## config.mk

```make
export PLATFORM = sky130hd
export DESIGN_NAME = ram_access_arbiter
export DESIGN_NICKNAME = d
export VERILOG_FILES = /design/src/rtl/ram_access_arbiter.sv
export SDC_FILE = /design/constraint.sdc
export NUM_CORES = 1
export LEC_CHECK = 0
export CAP_MARGIN = 10
export CORE_AREA = 2 2 127 129
export CTS_CLUSTER_SIZE = 20
export DETAILED_ROUTE_END_ITERATION = 7
export DIE_AREA = 0 0 129 131
export PLACE_DENSITY = 0.76
export REMOVE_ABC_BUFFERS = 1
export SYNTH_ARGS = -nofsm -noshare
export SYNTH_HDL_FRONTEND = slang
export SYNTH_SLANG_ARGS = --single-unit
```

## constraint.sdc

```tcl
create_clock -name CLK -period 4.7 [get_ports CLK]
set_input_delay 1.175 -clock CLK [delete_from_list [all_inputs] [get_ports CLK]]
set_output_delay 1.175 -clock CLK [all_outputs]
set_load 0.05 [all_outputs]
```

## src/rtl/ram_access_arbiter.sv

```systemverilog
// Shares the single-port main RAM between the instruction fetch port and the data port.
// One access is in flight at a time. Data wins by default, and a starvation counter forces fetch progress.
module ram_access_arbiter #(
  parameter int ADDR_W       = 32,
  parameter int DATA_W       = 32,
  parameter int MAX_WAIT     = 15,
  parameter int STARVE_LIMIT = 4
) (
  input  logic              CLK,
  input  logic              nRST,
  input  logic              iREN,
  input  logic [ADDR_W-1:0] iaddr,
  output logic              iwait,
  output logic [DATA_W-1:0] iload,
  input  logic              dREN,
  input  logic              dWEN,
  input  logic [ADDR_W-1:0] daddr,
  input  logic [DATA_W-1:0] dstore,
  output logic              dwait,
  output logic [DATA_W-1:0] dload,
  output logic              ramREN,
  output logic              ramWEN,
  output logic [ADDR_W-1:0] ramaddr,
  output logic [DATA_W-1:0] ramstore,
  input  logic [DATA_W-1:0] ramload,
  input  logic              ramready,
  input  logic              ramerr,
  output logic              err
);
  localparam int WCNT_W = $clog2(MAX_WAIT + 1);
  localparam int SCNT_W = $clog2(STARVE_LIMIT + 1);
  localparam logic [WCNT_W-1:0] WCNT_LAST = WCNT_W'(MAX_WAIT - 1);
  localparam logic [WCNT_W-1:0] WCNT_MAX  = WCNT_W'(MAX_WAIT);
  localparam logic [SCNT_W-1:0] SCNT_MAX  = SCNT_W'(STARVE_LIMIT);

  typedef enum logic [2:0] {IDLE, IACC, DACC, IDONE, DDONE, ERROR} state_t;

  state_t            state;
  logic [WCNT_W-1:0] waitcnt;
  logic [SCNT_W-1:0] starve;
  logic              dreq;
  logic              force_fetch;
  logic              timeout;

  function automatic logic [WCNT_W-1:0] sat_inc_wait(input logic [WCNT_W-1:0] v);
    return (v == WCNT_MAX) ? v : v + WCNT_W'(1);
  endfunction

  function automatic logic [SCNT_W-1:0] sat_inc_starve(input logic [SCNT_W-1:0] v);
    return (v == SCNT_MAX) ? v : v + SCNT_W'(1);
  endfunction

  assign dreq        = dREN | dWEN;
  assign force_fetch = iREN && (starve == SCNT_MAX);
  // waitcnt holds the count before this cycle, so LAST marks the MAX_WAIT-th strobe cycle
  assign timeout     = (waitcnt == WCNT_LAST);

  always_ff @(posedge CLK or negedge nRST) begin
    if (!nRST) begin
      state    <= IDLE;
      iwait    <= 1'b1;
      dwait    <= 1'b1;
      iload    <= '0;
      dload    <= '0;
      ramREN   <= 1'b0;
      ramWEN   <= 1'b0;
      ramaddr  <= '0;
      ramstore <= '0;
      err      <= 1'b0;
      waitcnt  <= '0;
      starve   <= '0;
    end else begin
      case (state)
        IDLE: begin
          waitcnt <= '0;
          if (dreq && !force_fetch) begin
            state    <= DACC;
            ramaddr  <= daddr;
            ramstore <= dstore;
            ramWEN   <= dWEN;
            ramREN   <= !dWEN;
            starve   <= iREN ? sat_inc_starve(starve) : '0;
          end else if (iREN) begin
            state   <= IACC;
            ramaddr <= iaddr;
            ramREN  <= 1'b1;
            ramWEN  <= 1'b0;
            starve  <= '0;
          end
        end
        IACC, DACC: begin
          if (ramerr || (!ramready && timeout)) begin
            state  <= ERROR;
            err    <= 1'b1;
            ramREN <= 1'b0;
            ramWEN <= 1'b0;
          end else if (ramready) begin
            waitcnt <= '0;
            ramREN  <= 1'b0;
            ramWEN  <= 1'b0;
            if (state == IACC) begin
              iload <= ramload;
              iwait <= 1'b0;
              state <= IDONE;
            end else begin
              // ramWEN still carries the latched op of this data access
              if (!ramWEN) dload <= ramload;
              dwait <= 1'b0;
              state <= DDONE;
            end
          end else begin
            waitcnt <= sat_inc_wait(waitcnt);
          end
        end
        IDONE, DDONE: begin
          iwait <= 1'b1;
          dwait <= 1'b1;
          state <= IDLE;
        end
        ERROR: begin
          err    <= 1'b1;
          ramREN <= 1'b0;
          ramWEN <= 1'b0;
          iwait  <= 1'b1;
          dwait  <= 1'b1;
        end
        default: begin
          state  <= IDLE;
          ramREN <= 1'b0;
          ramWEN <= 1'b0;
        end
      endcase
    end
  end

endmodule

```

==> results of run 1 <==
path summary, 6_finish.rpt:
path | cells after the start | end | slack [ns]
setup / recovery | 4 | dload[18] | 1.34
hold / removal | 1 | err | 0.47
setup reg to reg | 3 | dload[18] | 2.15
hold reg to reg | 1 | err | 0.47
max in group asynchronous | 2 | dload[19] | 2.91
min in group asynchronous | 1 | ramaddr[17] | 0.81
cell families (layout without fill, tap and decap cells):
family	after synthesis	after routing
AO/OA/AOI/OAI	62	62
adder cells (fa/ha/maj)	4	4
XOR/XNOR	1	1
multiplexers	130	130
AND/OR/NAND/NOR	73	73
buffers and inverters	35	314
flip-flops	143	143
power by group through the flow:
stage / Sequential (mW) / Clock, mW / Combinational (mW)
after global routing: 2.24 / 1.48 / 4.56
after global placement: 2.15 / 0 / 4.32
after floorplan: 4.03 / 0 / 0.979
after CTS: 2.17 / 1.41 / 4.41
final: 2.17 / 1.38 / 4.37
after detailed placement: 2.18 / 0 / 4.39
layer usage:
metal	up-vias	global-route usage [%]	wire (um)
met5	-	0	0
met4	0	8.504	451
met3	31	5.945	947
met2	149	34.11	8467
met1	2222	21.31	6170
li1	2112	-	-
critical path, cell delays in order:
cell and delay [ns]:
clkdlybuf4s50_1 0.65, or3b_1 0.42, or3_2 0.91, mux2_4 0.47
area by class of cell:
class | instances | area [um2] | share of cell area (%)
clock buffers | 22 | 474.2 | 4.973
clock inverters | 10 | 135.1 | 1.417
inverters | 9 | 33.78 | 0.3543
multi-input cells | 270 | 2322 | 24.35
flip-flops and latches | 143 | 3581 | 37.55
well taps | 216 | 270.3 | 2.834
repair buffers | 273 | 2719 | 28.51
placed cells by master (no fill, tap or decap), drive strengths merged, types with 2 or more instances in the layout:
cell type | Yosys | routed
clkbuf | 14 | 22
nor2b | 3 | 3
nand2 | 40 | 40
nand2b | 3 | 3
clkdlybuf4s50 | 0 | 266
nand3b | 2 | 2
o22ai | 3 | 3
or3 | 3 | 3
dfrtp | 141 | 141
a32o | 2 | 2
ha | 4 | 4
o31a | 2 | 2
o21ai | 39 | 39
clkinv | 0 | 6
nor2 | 8 | 8
mux2 | 96 | 96
o221ai | 2 | 2
mux2i | 34 | 34
a32oi | 2 | 2
o211ai | 2 | 2
dfstp | 2 | 2
a21oi | 4 | 4
and2 | 2 | 2
nand3 | 5 | 5
bufinv | 0 | 3
buf | 12 | 7
nor3 | 2 | 2
inv | 9 | 9
state kept, by name, summed over array words and instances, names as in the netlist:
register,flops
iload,32
err,1
waitcnt,4
dwait,1
state,3
iwait,1
ramWEN,1
starve,3
ramaddr,32
ramstore,32
dload,32
ramREN,1
per-stage QoR:
| stage | util, % | power, mW | instances |
|---|---|---|---|
| 2_1_floorplan | - | 5.014 | 422 |
| 3_3_place_gp | 57.23 | 6.469 | 911 |
| 3_5_place_dp | 57.23 | 6.571 | 911 |
| 4_1_cts | 61.13 | 7.992 | 943 |
| 5_1_grt | 61.13 | 8.284 | 943 |
| 6_report | 61.13 | 7.915 | 943 |
==> impl_results.md, run 1 <==
* Status: finished clean
* Crit path launch type: input port
* Final setup vio count at 0
* Pin count of the biggest net entering global routing at roughly 80
* Gr ovfl total at 0
* # Post-CTS Setup Buffers at 0
* Synth Register Bits at ~140
* First-pass GRT wire length at 24740 um
* Slew headroom at 28.61%
* Largest family of logic cells by synthesized area: multiplexers
* Filler cells at 1228
* Die span in x at 129 um
* Int Power at about 4.3 mW
* Minimum clock period at 3.362 ns
* Vias in the first global route at 4766
* Hold Vio Cnt, Final at 0
* Data required, critical path at 5.00 ns
* Yosys warning count at 0
* Die area at 16900 um2
* Hold buffers post-CTS at 0
* Starting Density at 39.03%
* Synth Cell Area at a little over 6000 um2
* Mapped Cells at 448
* DR DRC count at 0
* Setup TNS at 0 ns
* Final Max Slew Viols at 0
* Hold Startpoint: err
* Antenna fix cells at 0
* Iteration count of the initial detailed-routing pass at 4
* Yosys cell types at 41
* Top post-synthesis cells by count: dfrtp_1, mux2_2, nand2_1
* CP Max Fanout at 32
* Number of port buffers at 267
* Crit path from: ramready
* Sw power at roughly 3.6 mW
* Xor/xnor share of the synthesized area at 0.1439%
* Crit Reg-Reg Startpoint: state[2]
* Root Buffer Master: clkbuf_16
* Clock Skew at 0.007266 ns
* Crit path arrival time at around 3.7 ns
* CP Capture Type: flop
* Share of the synthesized area in the top cell type at 57.97%
* Clk_lat worst skew at 0.41 ns
* Gr usage total at 19.21%
* CTS max path bufs at 2
* DRT iter0 DRCs at 206
* Largest area contributor in the synthesized netlist: dfrtp_1
* Io pins at 268
* Largest cells by area after synthesis: dfrtp_1, mux2_2, mux2_4
* Count leader, synth: dfrtp_1
* Die Ht at 131 um
* Synth Area in Simple Gates at 5.653%
* Number of routed nets with antenna violations at 0
* Mux contribution to synthesized area at 25.20%
* Slew @ Worst Pin at between 1 and 1.5 ns
* CTS tree: yes
* Switch share at 45.45%
* Async set or reset register ratio after synthesis at 100.0%
* Adder-Cell Fraction of Synth Area at 0.8222%
* Gate power share at 55.2%
* Final wirelength at between 15000 and 20000 um
* Htree depth at 4
* Layout cells sized above 1 at 19.12%
* Routed WL per cell at 17.01 um
* Max Fclk at 297.4 MHz
* Flop pwr share at 27.4%
* Worst Hold Class: reg2reg
* Worst-path clk slew at 0.06 ns
* Syn Area/Cell at 13.59 um2
* Max-cap violations at 0
* Global placer's final weighted congestion at 0.7841
* Worst hold slack at 0.4730 ns
* Period Utilization, post-route at 71.53%
* PnR worst setup slack at 1.338 ns
* Synth Area in Compound Gates at 6.064%
* Dpl ws at around 0.94 ns
* Peak supply drop at 0.4905 mV
* DP HPWL at 11590 um
* Vias per inst at 4.787
* Pwr dens at 830.0 nW/um2
* Design area at 9535 um2
* RSZ-0062 raised after global routing: false
* # rows at 46
* CP Class: in2reg
* Core area at 15600 um2
* Pleak at 4.219 nW
* Via count at 4514
* Resize count post-CTS at 0
* Seq/Total Area, Yosys at 58.83%
* Initial antenna violation count at 0
* Area Growth Syn to Fin at 56.65%
* Clock share of power at 17.5%
* Number of synthesized flops with an enable pin at 0
* Synth Flop Type: dfrtp_1
* Sinks on Clock Net at 143
* # nets final at 853
* Num CTS Buffers at 17
* Area after DPL at 8926 um2
Note: power is estimated with default switching activity, not from simulation.
==> run 2: changes to the inputs <==
CORE_AREA = 2 2 130 132   (was 2 2 127 129)
DIE_AREA = 0 0 132 134   (was 0 0 129 131)
clock period = 2.87 ns   (was 4.7 ns; I/O delays follow)
==> run 2 against run 1 <==
Clock power is 49% higher; sequential power grew 63%; final cell count grew 0.64%; core utilization is 2.2 points lower; clock skew increased by 0.0035 ns; global-route usage down 1.1 points; hold slack worse by 0.24 ns; die area increased by 4.7%; cell area is 0.60% higher.
==> impl_results.md, run 2 (same netlist as run 1, synthesis figures left out) <==
* First-pass GRT wire length at 25370 um (+2.5%)
* Met3 routed WL at 1175 um (+24%)
* Root Buffer Master: clkbuf_16
* Htree depth at 4 (unchanged)
* Num CTS Buffers at 17 (unchanged)
* Design area at 9593 um2 (+0.60%)
* RSZ-0062 raised after global routing: false
* Die area at 17690 um2 (+4.7%)
* Gr usage total at 18.15% (-1.1 points)
* Initial antenna violation count at 0 (unchanged)
* Area after DPL at 9044 um2 (+1.3%)
* Resize count post-CTS at 0 (unchanged)
* Sinks on Clock Net at 143 (unchanged)
* CP peak stage delay at 0.86 ns (-0.05 ns)
* Crit path launch type: flop
* Starting Density at 37.37% (-1.7 points)
* Status: finished clean
* Worst Hold Class: in2async
* Antenna fix cells at 0 (unchanged)
* CP max stage cell: clkdlybuf4s50_1
* PnR worst setup slack at 0.3258 ns (-1.012 ns)
* Commonest cells after routing, fill and taps aside: clkdlybuf4s50_1, dfrtp_1, mux2_2, nand2_1, o21ai_0
* M1 WL at 5802 um (-6.0%)
* Io pins at 268 (unchanged)
* Worst-path clk slew at 0.06 ns (about the same)
* Clk_lat worst skew at 0.41 ns (about the same)
* CP Capture Type: primary output
* Pin count of the biggest net entering global routing at 66 (-20%)
* Vias per inst at 4.816 (+0.60%)
* DP HPWL at 11620 um (+0.26%)
* CTS tree: yes
* CP Max Fanout at 4 (-88%)
* Hold buffers post-CTS at 0 (unchanged)
* CP top delay family: buffers and inverters
* Global placer's final weighted congestion at 0.7737 (-1.3%)
* # Post-CTS Setup Buffers at 0 (unchanged)
* Via count at 4570 (+1.2%)
* CP Class: reg2out
* Most common cell after layout, fill and taps aside: clkdlybuf4s50_1
* Switch share at 45.66% (+0.21 points)
* Gate power share at 56.5% (+1.3 points)
* Flop pwr share at 27.5% (about the same)
* DRT iter0 DRCs at 166 (-19%)
* CP Cell Sequence: clkdlybuf4s50_1
* Gr ovfl total at 0 (unchanged)
* Die span in x at 132 um (+2.3%)
* Layout Utilization at 58.89% (-2.2 points)
* Hold Vio Cnt, Final at 0 (unchanged)
* Iteration count of the initial detailed-routing pass at 4 (unchanged)
* Met2 WL at 8228 um (-2.8%)
* Slew @ Worst Pin at 0.5791 ns (-0.4917 ns)
* Vias in the first global route at 4986 (+4.6%)
* Final setup vio count at 0 (unchanged)
* Max Fclk at 393.1 MHz
* Final Max Slew Viols at 0 (unchanged)
* Area Growth Syn to Fin at 57.60%
* Int Power at 6.966 mW (+61%)
* Routed WL per cell at 16.46 um (-3.2%)
* Clock share of power at 16.0% (-1.5 points)
* Number of port buffers at 267 (unchanged)
* Die Ht at 134 um (+2.3%)
* Data required, critical path at 2.15 ns (-2.85 ns)
* Peak supply drop at 0.8808 mV (+80%)
* Layout cells sized above 1 at 19.20% (+0.085 points)
* DR DRC count at 0 (unchanged)
* Minimum clock period at 2.544 ns
* # nets final at 858 (+0.59%)
* Crit path arrival time at 1.83 ns (-1.83 ns)
* Sw power at 5.852 mW (+63%)
* Period Utilization, post-route at 88.65%
* Highest metal used: met4
* # rows at 47 (+2.2%)
* Clock Skew at 0.01073 ns (+0.003467 ns)
* Core area at 16290 um2 (+4.4%)
* Slew headroom at 61.27% (+33 points)
* Pwr dens at 1336 nW/um2 (+61%)
* CTS max path bufs at 2 (unchanged)
* Pleak at 4.234 nW (+0.36%)
* Max-cap violations at 0 (unchanged)
* Final wirelength at 15620 um (-2.6%)
* Dpl ws at 0.09158 ns (-0.8517 ns)
* Total power at 12.82 mW (+62%)
* Number of routed nets with antenna violations at 0 (unchanged)
* Critical path buffer and inverter count at 1 (unchanged)
[run 2: changes by cell type in the layout (fill, tap and decap cells not counted)]
| cell | delta |
|---|---|
| buf_4 | -1 |
| clkinv_2 | -3 |
| clkinvlp_4 | +2 |
| bufinv_16 | -2 |
| clkinv_4 | -2 |
| clkbuf_8 | +1 |
| clkbuf_1 | +1 |
| buf_12 | +6 |
[run 2: routing by layer]
| layer | global-route usage, % | vias to the layer above |
|---|---|---|
| met3 | 6.614 | 28 |
| li1 | - | 2120 |
| met4 | 8.213 | 0 |
| met2 | 32.00 | 155 |
| met5 | 0 | - |
| met1 | 19.55 | 2267 |
[run 2: power groups by stage]
stage               clock [mW]  sequential [mW]  combinational, mW
floorplan                    0             6.61               1.60
global placement             0             3.50               7.16
detailed placement           0             3.55               7.30
CTS                       2.09             3.54               7.31
global route              2.20             3.65               7.56
finish                    2.05             3.53               7.24
[run 2: final cells by class]
type | count | area, um2
clock inverter | 5 | 57.56
clock buffer | 24 | 491.7
timing repair buffer | 278 | 2831
sequential | 143 | 3581
fill | 1305 | 6696
tap | 220 | 275.3
inverter | 9 | 33.78
multi-input combinational | 270 | 2322
[run 2: metrics by stage]
stage,std cells,setup TNS (ns),hold WS [ns]
floorplan,422,-22.88,0.4219
global placement,920,0,0.4562
detailed placement,920,0,0.4696
CTS,949,0,0.2325
global route,949,0,0.2517
finish,949,0,0.2321
[run 2: path summary, 6_finish.rpt]
path                                    end  slack [ns]  depth (start not counted)         from
max in group asynchronous         dload[26]        1.91                          2         nRST
min in group CLK                ramaddr[20]        0.48                          2  ramaddr[20]
worst min register to register  ramaddr[20]        0.48                          2  ramaddr[20]
worst min-delay path               iload[5]        0.23                          1         nRST
worst max-delay path                  dwait        0.33                          1        dwait
worst max register to register    dload[27]        0.90                          4     state[2]
